`config.mk`:
```
export PLATFORM = sky130hd
export DESIGN_NAME = add_feeder
export DESIGN_NICKNAME = d
export VERILOG_FILES = /design/src/rtl/dct_pipe_pkg.sv /design/src/rtl/feeder_fifo.sv /design/src/rtl/add_feeder.sv
export SDC_FILE = /design/constraint.sdc
export NUM_CORES = 1
export LEC_CHECK = 0
export ABC_CLOCK_PERIOD_IN_PS = 2600
export BUFFER_PORTS_ARGS = -buffer_cell sky130_fd_sc_hd__buf_2
export CAP_MARGIN = 25
export CORE_MARGIN = 4
export CORE_UTILIZATION = 54
export DETAILED_ROUTE_END_ITERATION = 8
export PLACE_DENSITY = 0.79
export SYNTH_ARGS = -nofsm -noshare
export SYNTH_HDL_FRONTEND = slang
export SYNTH_HIERARCHICAL = 1
export SYNTH_SLANG_ARGS = --single-unit
```
`constraint.sdc`:
```
create_clock -name clk -period 2.6 [get_ports clk]
set_input_delay 0.39 -clock clk [delete_from_list [all_inputs] [get_ports clk]]
set_output_delay 0.39 -clock clk [all_outputs]
set_load 0.05 [all_outputs]
```
`src/rtl/dct_pipe_pkg.sv`:
```
// Shared widths, reset constants and the operand-window slot record
// for the bit-serial DCT adder datapath.
package dct_pipe_pkg;

    localparam int OPND_W = 8;
    localparam int SUM_W = 9;
    localparam int STAGES = 8;
    localparam logic [STAGES-1:0] OP_RESET = 8'b00000001;
    localparam int PAIR_W = 2 * OPND_W + 1;

    typedef struct packed {
        logic [OPND_W-1:0] a;
        logic [OPND_W-1:0] b;
        logic              opbit;
        logic              tag;
    } slot_t;

    function automatic slot_t slot_fill(
        input logic [OPND_W-1:0] a,
        input logic [OPND_W-1:0] b,
        input logic              opbit,
        input logic              tag
    );
        slot_t s;
        s.a = a;
        s.b = b;
        s.opbit = opbit;
        s.tag = tag;
        return s;
    endfunction

endpackage

```
`src/rtl/feeder_fifo.sv`:
```
// Small synchronous operand-pair FIFO with occupancy count and
// empty/full flags; writes past full and reads past empty are ignored.
module feeder_fifo #(
    parameter int DEPTH = 4,
    parameter int WIDTH = 17
) (
    input  logic             clk,
    input  logic             reset,
    input  logic             push,
    input  logic             pop,
    input  logic [WIDTH-1:0] wdata,
    output logic [WIDTH-1:0] rdata,
    output logic             empty,
    output logic             full
);

    localparam int AW = (DEPTH > 1) ? $clog2(DEPTH) : 1;
    localparam int CW = $clog2(DEPTH) + 1;

    logic [WIDTH-1:0] mem [DEPTH];
    logic [AW-1:0]    wr_ptr;
    logic [AW-1:0]    rd_ptr;
    logic [CW-1:0]    count;
    logic             do_push;
    logic             do_pop;

    assign empty   = (count == '0);
    assign full    = (count == CW'(DEPTH));
    assign do_push = push & ~full;
    assign do_pop  = pop & ~empty;
    assign rdata   = mem[rd_ptr];

    always_ff @(posedge clk) begin
        if (reset) begin
            wr_ptr <= '0;
            rd_ptr <= '0;
            count  <= '0;
        end else begin
            if (do_push) begin
                wr_ptr <= wr_ptr + AW'(1);
            end
            if (do_pop) begin
                rd_ptr <= rd_ptr + AW'(1);
            end
            unique case ({do_push, do_pop})
                2'b10:   count <= count + CW'(1);
                2'b01:   count <= count - CW'(1);
                default: count <= count;
            endcase
        end
    end

    // Storage needs no reset: only entries below count are ever read.
    always_ff @(posedge clk) begin
        if (do_push) begin
            mem[wr_ptr] <= wdata;
        end
    end

endmodule

```
`src/rtl/add_feeder.sv`:
```
// Operand feeder for the bit-serial adder array: buffers pairs, drives
// the diagonal operand window and re-aligns staggered sum bits.
module add_feeder
    import dct_pipe_pkg::*;
#(
    parameter int FIFO_DEPTH = 4,
    parameter int ADD_LAT = 1
) (
    input  logic                     clk,
    input  logic                     reset,
    input  logic                     in_valid,
    output logic                     in_ready,
    input  logic [OPND_W-1:0]        in_a,
    input  logic [OPND_W-1:0]        in_b,
    input  logic                     in_op,
    input  logic                     fb_load,
    input  logic [OPND_W-1:0]        fb_a,
    input  logic [OPND_W-1:0]        fb_b,
    output logic [STAGES*OPND_W-1:0] a_bus,
    output logic [STAGES*OPND_W-1:0] b_bus,
    output logic [STAGES-1:0]        op,
    input  logic [SUM_W-1:0]         s_in,
    output logic                     res_valid,
    output logic [SUM_W-1:0]         res_data
);

    logic              fifo_push;
    logic              fifo_pop;
    logic              fifo_empty;
    logic              fifo_full;
    logic [PAIR_W-1:0] head;
    slot_t             nxt;
    slot_t             win [STAGES];
    logic [ADD_LAT-1:0] tag_dly;
    logic [SUM_W-1:0]  skew;

    assign in_ready  = ~fifo_full & ~reset;
    assign fifo_push = in_valid & in_ready;

    feeder_fifo #(
        .DEPTH(FIFO_DEPTH),
        .WIDTH(PAIR_W)
    ) u_fifo (
        .clk   (clk),
        .reset (reset),
        .push  (fifo_push),
        .pop   (fifo_pop),
        .wdata ({in_op, in_a, in_b}),
        .rdata (head),
        .empty (fifo_empty),
        .full  (fifo_full)
    );

    // Feedback owns slot 7 outright; a waiting FIFO head stays put.
    always_comb begin
        nxt = '0;
        fifo_pop = 1'b0;
        priority case (1'b1)
            fb_load: begin
                nxt = slot_fill(fb_a, fb_b, 1'b0, 1'b1);
            end
            !fifo_empty: begin
                nxt = slot_fill(head[2*OPND_W-1:OPND_W],
                                head[OPND_W-1:0],
                                head[PAIR_W-1], 1'b1);
                fifo_pop = 1'b1;
            end
            default: begin
                nxt = '0;
            end
        endcase
    end

    always_ff @(posedge clk) begin
        if (reset) begin
            for (int k = 0; k < STAGES; k++) begin
                win[k] <= slot_fill('0, '0, OP_RESET[STAGES-1-k], 1'b0);
            end
        end else begin
            for (int k = 0; k < STAGES - 1; k++) begin
                win[k] <= win[k+1];
            end
            win[STAGES-1] <= nxt;
        end
    end

    // The op word is the slot chain's op bits, newest (slot 7) in bit 0.
    always_comb begin
        a_bus = '0;
        b_bus = '0;
        op = '0;
        for (int k = 0; k < STAGES; k++) begin
            a_bus[k*OPND_W +: OPND_W] = win[k].a;
            b_bus[k*OPND_W +: OPND_W] = win[k].b;
            op[STAGES-1-k] = win[k].opbit;
        end
    end

    // Tags leave slot 0 after 8 cycles and wait ADD_LAT more here.
    always_ff @(posedge clk) begin
        if (reset) begin
            tag_dly <= '0;
        end else begin
            tag_dly[0] <= win[0].tag;
            for (int m = 1; m < ADD_LAT; m++) begin
                tag_dly[m] <= tag_dly[m-1];
            end
        end
    end

    for (genvar k = 0; k < SUM_W; k++) begin : g_skew
        localparam int LEN = (k == SUM_W - 1) ? 1 : STAGES - k;
        logic [LEN-1:0] dly;

        always_ff @(posedge clk) begin
            if (reset) begin
                dly <= '0;
            end else begin
                dly[0] <= s_in[k];
                for (int m = 1; m < LEN; m++) begin
                    dly[m] <= dly[m-1];
                end
            end
        end

        assign skew[k] = dly[LEN-1];
    end

    always_ff @(posedge clk) begin
        if (reset) begin
            res_valid <= 1'b0;
            res_data  <= '0;
        end else begin
            res_valid <= tag_dly[ADD_LAT-1];
            if (tag_dly[ADD_LAT-1]) begin
                res_data <= skew;
            end
        end
    end

endmodule

```
==> results of run 1 <==
power breakdown:
group          total (W)  internal (W)  leakage, nW  switching [W]
Clock            0.00398       0.00249        0.465        0.00149
Combinational   0.000501      0.000159         1.80       0.000342
Sequential       0.00442       0.00438         2.25      0.0000406
area by class of cell:
type,count,area share
clock buffer,40,0.07420
timing repair buffer,202,0.09960
inverter,10,0.003544
multi-input combinational,289,0.2081
sequential,269,0.5729
clock inverter,10,0.01512
tap,225,0.02658
registers in the layout, indices dropped and copies added (netlist names), named ones only:
signal and count:
u_fifo/mem 68, u_fifo/wr_ptr 2, u_fifo/rd_ptr 2, tag_dly 1, g_skew.dly 37, u_fifo/count 3
res_data 9, win 144, res_valid 1
worst max path at each step:
stage | from | endpoint | slack [ps]
2_1_floorplan | reset | u_fifo/count[2] | 130
3_3_place_gp | u_fifo/count[2] | u_fifo/count[2] | 270
3_5_place_dp | u_fifo/count[2] | u_fifo/count[2] | 130
4_1_cts | u_fifo/count[2] | u_fifo/count[2] | 110
5_1_grt | u_fifo/count[0] | u_fifo/count[2] | 0.2
6_report | u_fifo/count[0] | u_fifo/count[2] | 200
metrics by stage:
step / power (W) / setup slack [ps] / hold WS [ps] / util
CTS: 0.009026 / 110.0 / 55.43 / 0.6105
finish: 0.008906 / 202.8 / 82.27 / 0.6123
detailed placement: 0.005021 / 129.8 / 422.0 / 0.5558
global placement: 0.005010 / 273.0 / 416.2 / 0.5558
floorplan: 0.004936 / 132.9 / 413.8 / -
global route: 0.009227 / 0.2491 / 62.53 / 0.6123
timing repair:
item,CTS,global route
buffers inserted,0,3
endpoints found under the setup margin,0,1
gates resized for setup,0,2
cells by family (layout without fill, tap and decap cells):
kind of cell	Yosys count	count (layout)	share of synthesized area
compound gates	26	26	0.02328
xor+xnor	3	3	0.002762
fa+ha+maj	6	6	0.008680
buf+inv	179	262	0.1323
flops	269	269	0.6376
mux	27	27	0.05353
simple gates	227	227	0.1419
synthesized netlist by cell type:
cell type | n | area share
mux4_2 | 10 | 0.024
dfxtp_1 | 201 | 0.42
buf_4 | 137 | 0.11
buf_12 | 1 | 0.0021
inv_1 | 9 | 0.0036
xor2_1 | 3 | 0.0028
a21o_1 | 1 | 0.00079
or3_1 | 3 | 0.0020
o21ai_0 | 3 | 0.0016
inv_2 | 1 | 0.00039
fa_1 | 1 | 0.0021
nor2_1 | 16 | 0.0063
nor3_1 | 1 | 0.00053
mux2i_1 | 10 | 0.011
a21oi_1 | 6 | 0.0032
or2_1 | 1 | 0.00066
mux4_1 | 7 | 0.019
o31ai_1 | 1 | 0.00079
nor2b_1 | 165 | 0.11
a21oi_2 | 2 | 0.0018
ha_1 | 5 | 0.0066
nand2b_1 | 15 | 0.0099
edfxtp_1 | 68 | 0.21
and2_1 | 5 | 0.0033
nor3b_2 | 1 | 0.0013
o22ai_1 | 3 | 0.0020
buf_6 | 4 | 0.0047
or3b_1 | 3 | 0.0028
o22ai_2 | 10 | 0.013
clkbuf_1 | 5 | 0.0020
nand2_1 | 17 | 0.0067
buf_2 | 21 | 0.011
buf_1 | 1 | 0.00039
per-layer routing:
layer,GRT usage,wire length [µm],part of all wire,vias up
li1,-,-,-,2387
met1,0.1930,6417,0.41,2256
met2,0.2684,7589,0.48,181
met3,0.03392,1224,0.078,33
met4,0.05303,512,0.033,0
met5,0,0,0,-
worst reg2reg max path: cells and delay by family (launching register included):
kind | cells | cell delay, ps
AND/OR/NAND/NOR | 3 | 700
AO/OA/AOI/OAI | 2 | 230
adder cells (fa/ha/maj) | 2 | 570
flip-flops | 1 | 460
XOR/XNOR | 1 | 160
buffers and inverters | 3 | 210
==> flow_metrics.env, run 1 <==
export IMPL_status="completed"
export IMPL_drt_iter0_drc=198
export IMPL_powerDensity_nw_per_um2=841.0
export IMPL_synthDistinctLibCells=33
export IMPL_grt_pass1_vias=4704
export IMPL_critical_path_max_fanout=5
export IMPL_fin_area_um2=10590
export IMPL_cp_cell_sequence="nor3_1, or2_1, inv_2, o31ai_1, inv_1, ha_1, inv_1, fa_1, xor2_1, or3_1, a21oi_1"
export IMPL_hold_class="primary input to flip-flop"
export IMPL_drt_first_pass_iters=6
export IMPL_synth_seq_cells=269
export IMPL_ios=193
export IMPL_yosysWarnings=6
export IMPL_drive_above_1_share=0.3317
export IMPL_h_tree_depth=1
export IMPL_syn_inst=737
export IMPL_reg2regPathDepth=11
export IMPL_die_area_um2=19810
export IMPL_overflow=0
export IMPL_multi_input_area_um2=2203
export IMPL_synthesis_nets=789
export IMPL_cts_sinks=269
export IMPL_crit_top_cell="inv_1"
export IMPL_worstHoldEndpoint="u_fifo/mem[1][3]"
export IMPL_initial_utilization=0.5501
export IMPL_syn2layout_area_growth_pct=11.31
export IMPL_rsz0062_at_grt="false"
export IMPL_vias_per_cell=4.648
export IMPL_max_stage_delay_ps=460
export IMPL_hold_viol=0
export IMPL_tns_ps=0
export IMPL_grt_max_degree=215
export IMPL_hold_path_depth=1
export IMPL_final_common_cell="dfxtp_1"
export IMPL_numCtsBuffers=27
export IMPL_ir_worst_vdd_mv=0.5890
export IMPL_syn_avg_cell_area_um2=12.91
export IMPL_root_buffer="clkbuf_16"
export IMPL_worst_ep_required_time_ps=3040
export IMPL_cp_data_arrival_time_ps=2840
export IMPL_fillCellCount=1325
export IMPL_portBuffers=192
export IMPL_rows=48
export IMPL_r2r_start="u_fifo/count[0]"
export IMPL_drc_errors=0
export IMPL_r2r_setup_slack_ps=200
export IMPL_num_vias=4857
export IMPL_cts_max_path_buffers=3
export IMPL_instances_no_fill=1045
export IMPL_die_width_um=140.7
export IMPL_worst_slew_pin_slew_ps=951.4
export IMPL_clk_latency_ps=520
export IMPL_cp_num_buf_inv=3
export IMPL_grtUsageTotal=0.1551
export IMPL_wire_per_inst_um=15.07
export IMPL_syn_cell_area_um2=9514
export IMPL_worst_setup_path_end_kind="flip-flop"
export IMPL_report_final_slew_viol_count=0
export IMPL_relSlewSlack=0.3658
export IMPL_leakagePower_nw=4.513
export IMPL_skew_ps=8.099
export IMPL_dp_hpwl_um=10520
export IMPL_dpl_instance_area_um2=9614
export IMPL_path_depth=11
export IMPL_rr_endpoint="u_fifo/count[2]"
export IMPL_regArea_um2=6067
export IMPL_fin_crit_sh=0.9220
export IMPL_min_from="in_b[3]"
export IMPL_gp_congestion=0.7916
export IMPL_clk_pin_slew_ps=60
export IMPL_ant_nets=0
export IMPL_antenna_found_initial=0
export IMPL_layout_common_cells="dfxtp_1, buf_2, nor2b_1"
export IMPL_cts_hold_repair_buffers=0
export IMPL_fmaxAchievable_ghz=0.4172
export IMPL_yosysSeqAreaShare=0.6376
export IMPL_crit_type="flip-flop to flip-flop"
export IMPL_crit_family="simple AND/OR/NAND/NOR gates"
export IMPL_die_y_um=140.7
export IMPL_wl_um=15740
export IMPL_cap_violations=0
export IMPL_cp_start_kind="flip-flop"
export IMPL_place_inst=992
export IMPL_core_area_um2=17300
export IMPL_cts_tree="built"
export IMPL_finalNetCount=851
export IMPL_grt_pass1_wl_um=24710
export IMPL_num_antenna_cells=0
export IMPL_slowest_stage="dfxtp_1"
export IMPL_setup_viol=0
export IMPL_fin_crit_ps=2397
(Power assumes the default switching activity.)
==> inputs of run 2 (changes only) <==
--- a/config.mk
+++ b/config.mk
@@ -8,7 +8,6 @@
 export ABC_CLOCK_PERIOD_IN_PS = 2600
 export BUFFER_PORTS_ARGS = -buffer_cell sky130_fd_sc_hd__buf_2
 export CAP_MARGIN = 25
-export CORE_MARGIN = 4
 export CORE_UTILIZATION = 54
 export DETAILED_ROUTE_END_ITERATION = 8
 export PLACE_DENSITY = 0.79
==> flow_metrics.env, run 2 (synthesized netlist as in run 1, its figures left out) <==
export IMPL_status="completed"
export IMPL_fillCellCount=1336
export IMPL_hold_path_depth=1
export IMPL_critPathLaunch="u_fifo/count[2]"
export IMPL_hold_viol=0
export IMPL_hold_class="primary input to flip-flop"
export IMPL_post_cts_repair_setup_buffers=0
export IMPL_cts_repair_resized=0
export IMPL_cts_max_path_buffers=3
export IMPL_final_core_util=0.6066
export IMPL_grt_pass1_wl_um=22450
export IMPL_die_width_um=134.7
export IMPL_die_y_um=134.7
export IMPL_overflow=0
export IMPL_cp_data_arrival_time_ps=2880
export IMPL_p_comb_frac=0.058
export IMPL_cp_cell_sequence="nor3b_2, nor2_4, and2_1, inv_1, nor2_1, inv_1, ha_1, inv_1, fa_1, xor2_1, or3_1, a21oi_1"
export IMPL_antenna_found_initial=0
export IMPL_fin_crit_ps=2442
export IMPL_rows=48
export IMPL_path_depth=12
export IMPL_skew_ps=11.79
export IMPL_syn2layout_area_growth_pct=9.903
export IMPL_worst_setup_path_end_kind="flip-flop"
export IMPL_root_buffer="clkbuf_16"
export IMPL_numCtsBuffers=26
export IMPL_setup_viol=0
export IMPL_holdWs_ps=85.94
export IMPL_die_area_um2=18150
export IMPL_slowest_stage="dfxtp_1"
export IMPL_powerDensity_nw_per_um2=819.8
export IMPL_wire_per_inst_um=14.20
export IMPL_drt_iter0_drc=173
export IMPL_worst_ep_required_time_ps=3040
export IMPL_layout_common_cells="dfxtp_1, buf_2, nor2b_1"
export IMPL_reg2regPathDepth=12
export IMPL_clk_latency_ps=510
export IMPL_drive_above_1_share=0.3202
export IMPL_grtUsageTotal=0.1589
export IMPL_core_area_um2=17240
export IMPL_largestRegisters="win x144, u_fifo/mem x68, g_skew.dly x37"
export IMPL_cp_start_kind="flip-flop"
export IMPL_cts_sinks=269
export IMPL_rsz0062_at_grt="false"
export IMPL_min_from="in_a[2]"
export IMPL_crit_family="simple AND/OR/NAND/NOR gates"
export IMPL_wl_um=14720
export IMPL_leakagePower_nw=4.448
export IMPL_fin_crit_sh=0.9391
export IMPL_dp_hpwl_um=9771
export IMPL_p_clk_frac=0.426
export IMPL_gp_congestion=0.7373
export IMPL_drc_errors=0
export IMPL_critical_path_max_fanout=5
export IMPL_num_antenna_cells=0
export IMPL_power_switching_w=0.001809
export IMPL_portBuffers=192
export IMPL_final_common_cell="dfxtp_1"
export IMPL_ir_worst_vdd_mv=0.6351
export IMPL_ant_nets=0
export IMPL_drt_first_pass_iters=4
export IMPL_report_final_slew_viol_count=0
export IMPL_num_vias=4794
export IMPL_grt_pass1_vias=4387
export IMPL_ios=193
export IMPL_worst_slew_pin_slew_ps=933.1
export IMPL_p_sw_frac=0.2110
export IMPL_crit_type="flip-flop to flip-flop"
export IMPL_cts_hold_repair_buffers=0
export IMPL_power_internal_w=0.006763
export IMPL_crit_top_cell="inv_1"
export IMPL_relSlewSlack=0.3779
export IMPL_max_stage_delay_ps=370
export IMPL_regMostFlops="win"
export IMPL_grt_max_degree=215
export IMPL_finalNetCount=847
export IMPL_fmaxAchievable_ghz=0.4096
export IMPL_initial_utilization=0.5520
export IMPL_clk_pin_slew_ps=60
export IMPL_tns_ps=0
export IMPL_h_tree_depth=1
export IMPL_cp_num_buf_inv=3
export IMPL_largest_register_ffs=144
export IMPL_cts_tree="built"
export IMPL_seqPwrFrac=0.516
export IMPL_cap_violations=0
export IMPL_vias_per_cell=4.623
export IMPL_r2r_start="u_fifo/count[2]"
[run 2: cell types whose count changed in the layout (fill, tap and decap cells not counted), sizes merged]
cell | before | now
clkbuf | 40 | 41
inv | 12 | 10
bufinv | 4 | 2
clkinv | 3 | 2
buf | 202 | 199
clkinvlp | 1 | 0
[run 2: cell type report]
cell class,count,area (µm²),area share
clock buffer,41,772.0,0.07383
multi-input combinational,289,2197,0.2101
tap,225,281.5,0.02692
sequential,269,6066,0.5801
clock inverter,4,70.07,0.006701
timing repair buffer,199,1032,0.09872
inverter,10,37.54,0.003590
[run 2: path summary, 6_finish.rpt]
| kind | slack (ps) | to |
|---|---|---|
| setup / recovery | 160 | u_fifo/count[2] |
| hold / removal | 90 | u_fifo/mem[0][10] |
| setup reg to reg | 160 | u_fifo/count[2] |
| hold reg to reg | 430 | g_skew[0].dly[7] |
[run 2: stage by stage]
stage	worst slack, ps	instance area (µm²)	std cells	power [W]
global route	32.43	10460	1037	0.008883
global placement	232.3	9614	992	0.005007
detailed placement	176.0	9614	992	0.005015
floorplan	132.9	9522	737	0.004936
finish	158.3	10460	1037	0.008572
CTS	156.8	10460	1037	0.008686
[run 2: layer usage]
metal,vias to the layer above,global-route usage,routed length [µm]
met5,-,0,0
met4,0,0.07179,555
met3,45,0.03716,1057
met2,181,0.2660,6817
met1,2194,0.1953,6293
li1,2374,-,-
[run 2: power groups by stage]
stage | sequential, W | combinational, W | clock [W]
finish | 0.00442 | 0.000498 | 0.00365
global route | 0.00443 | 0.000533 | 0.00392
CTS | 0.00442 | 0.000502 | 0.00376
detailed placement | 0.00451 | 0.000501 | 0
global placement | 0.00451 | 0.000496 | 0
floorplan | 0.00450 | 0.000437 | 0
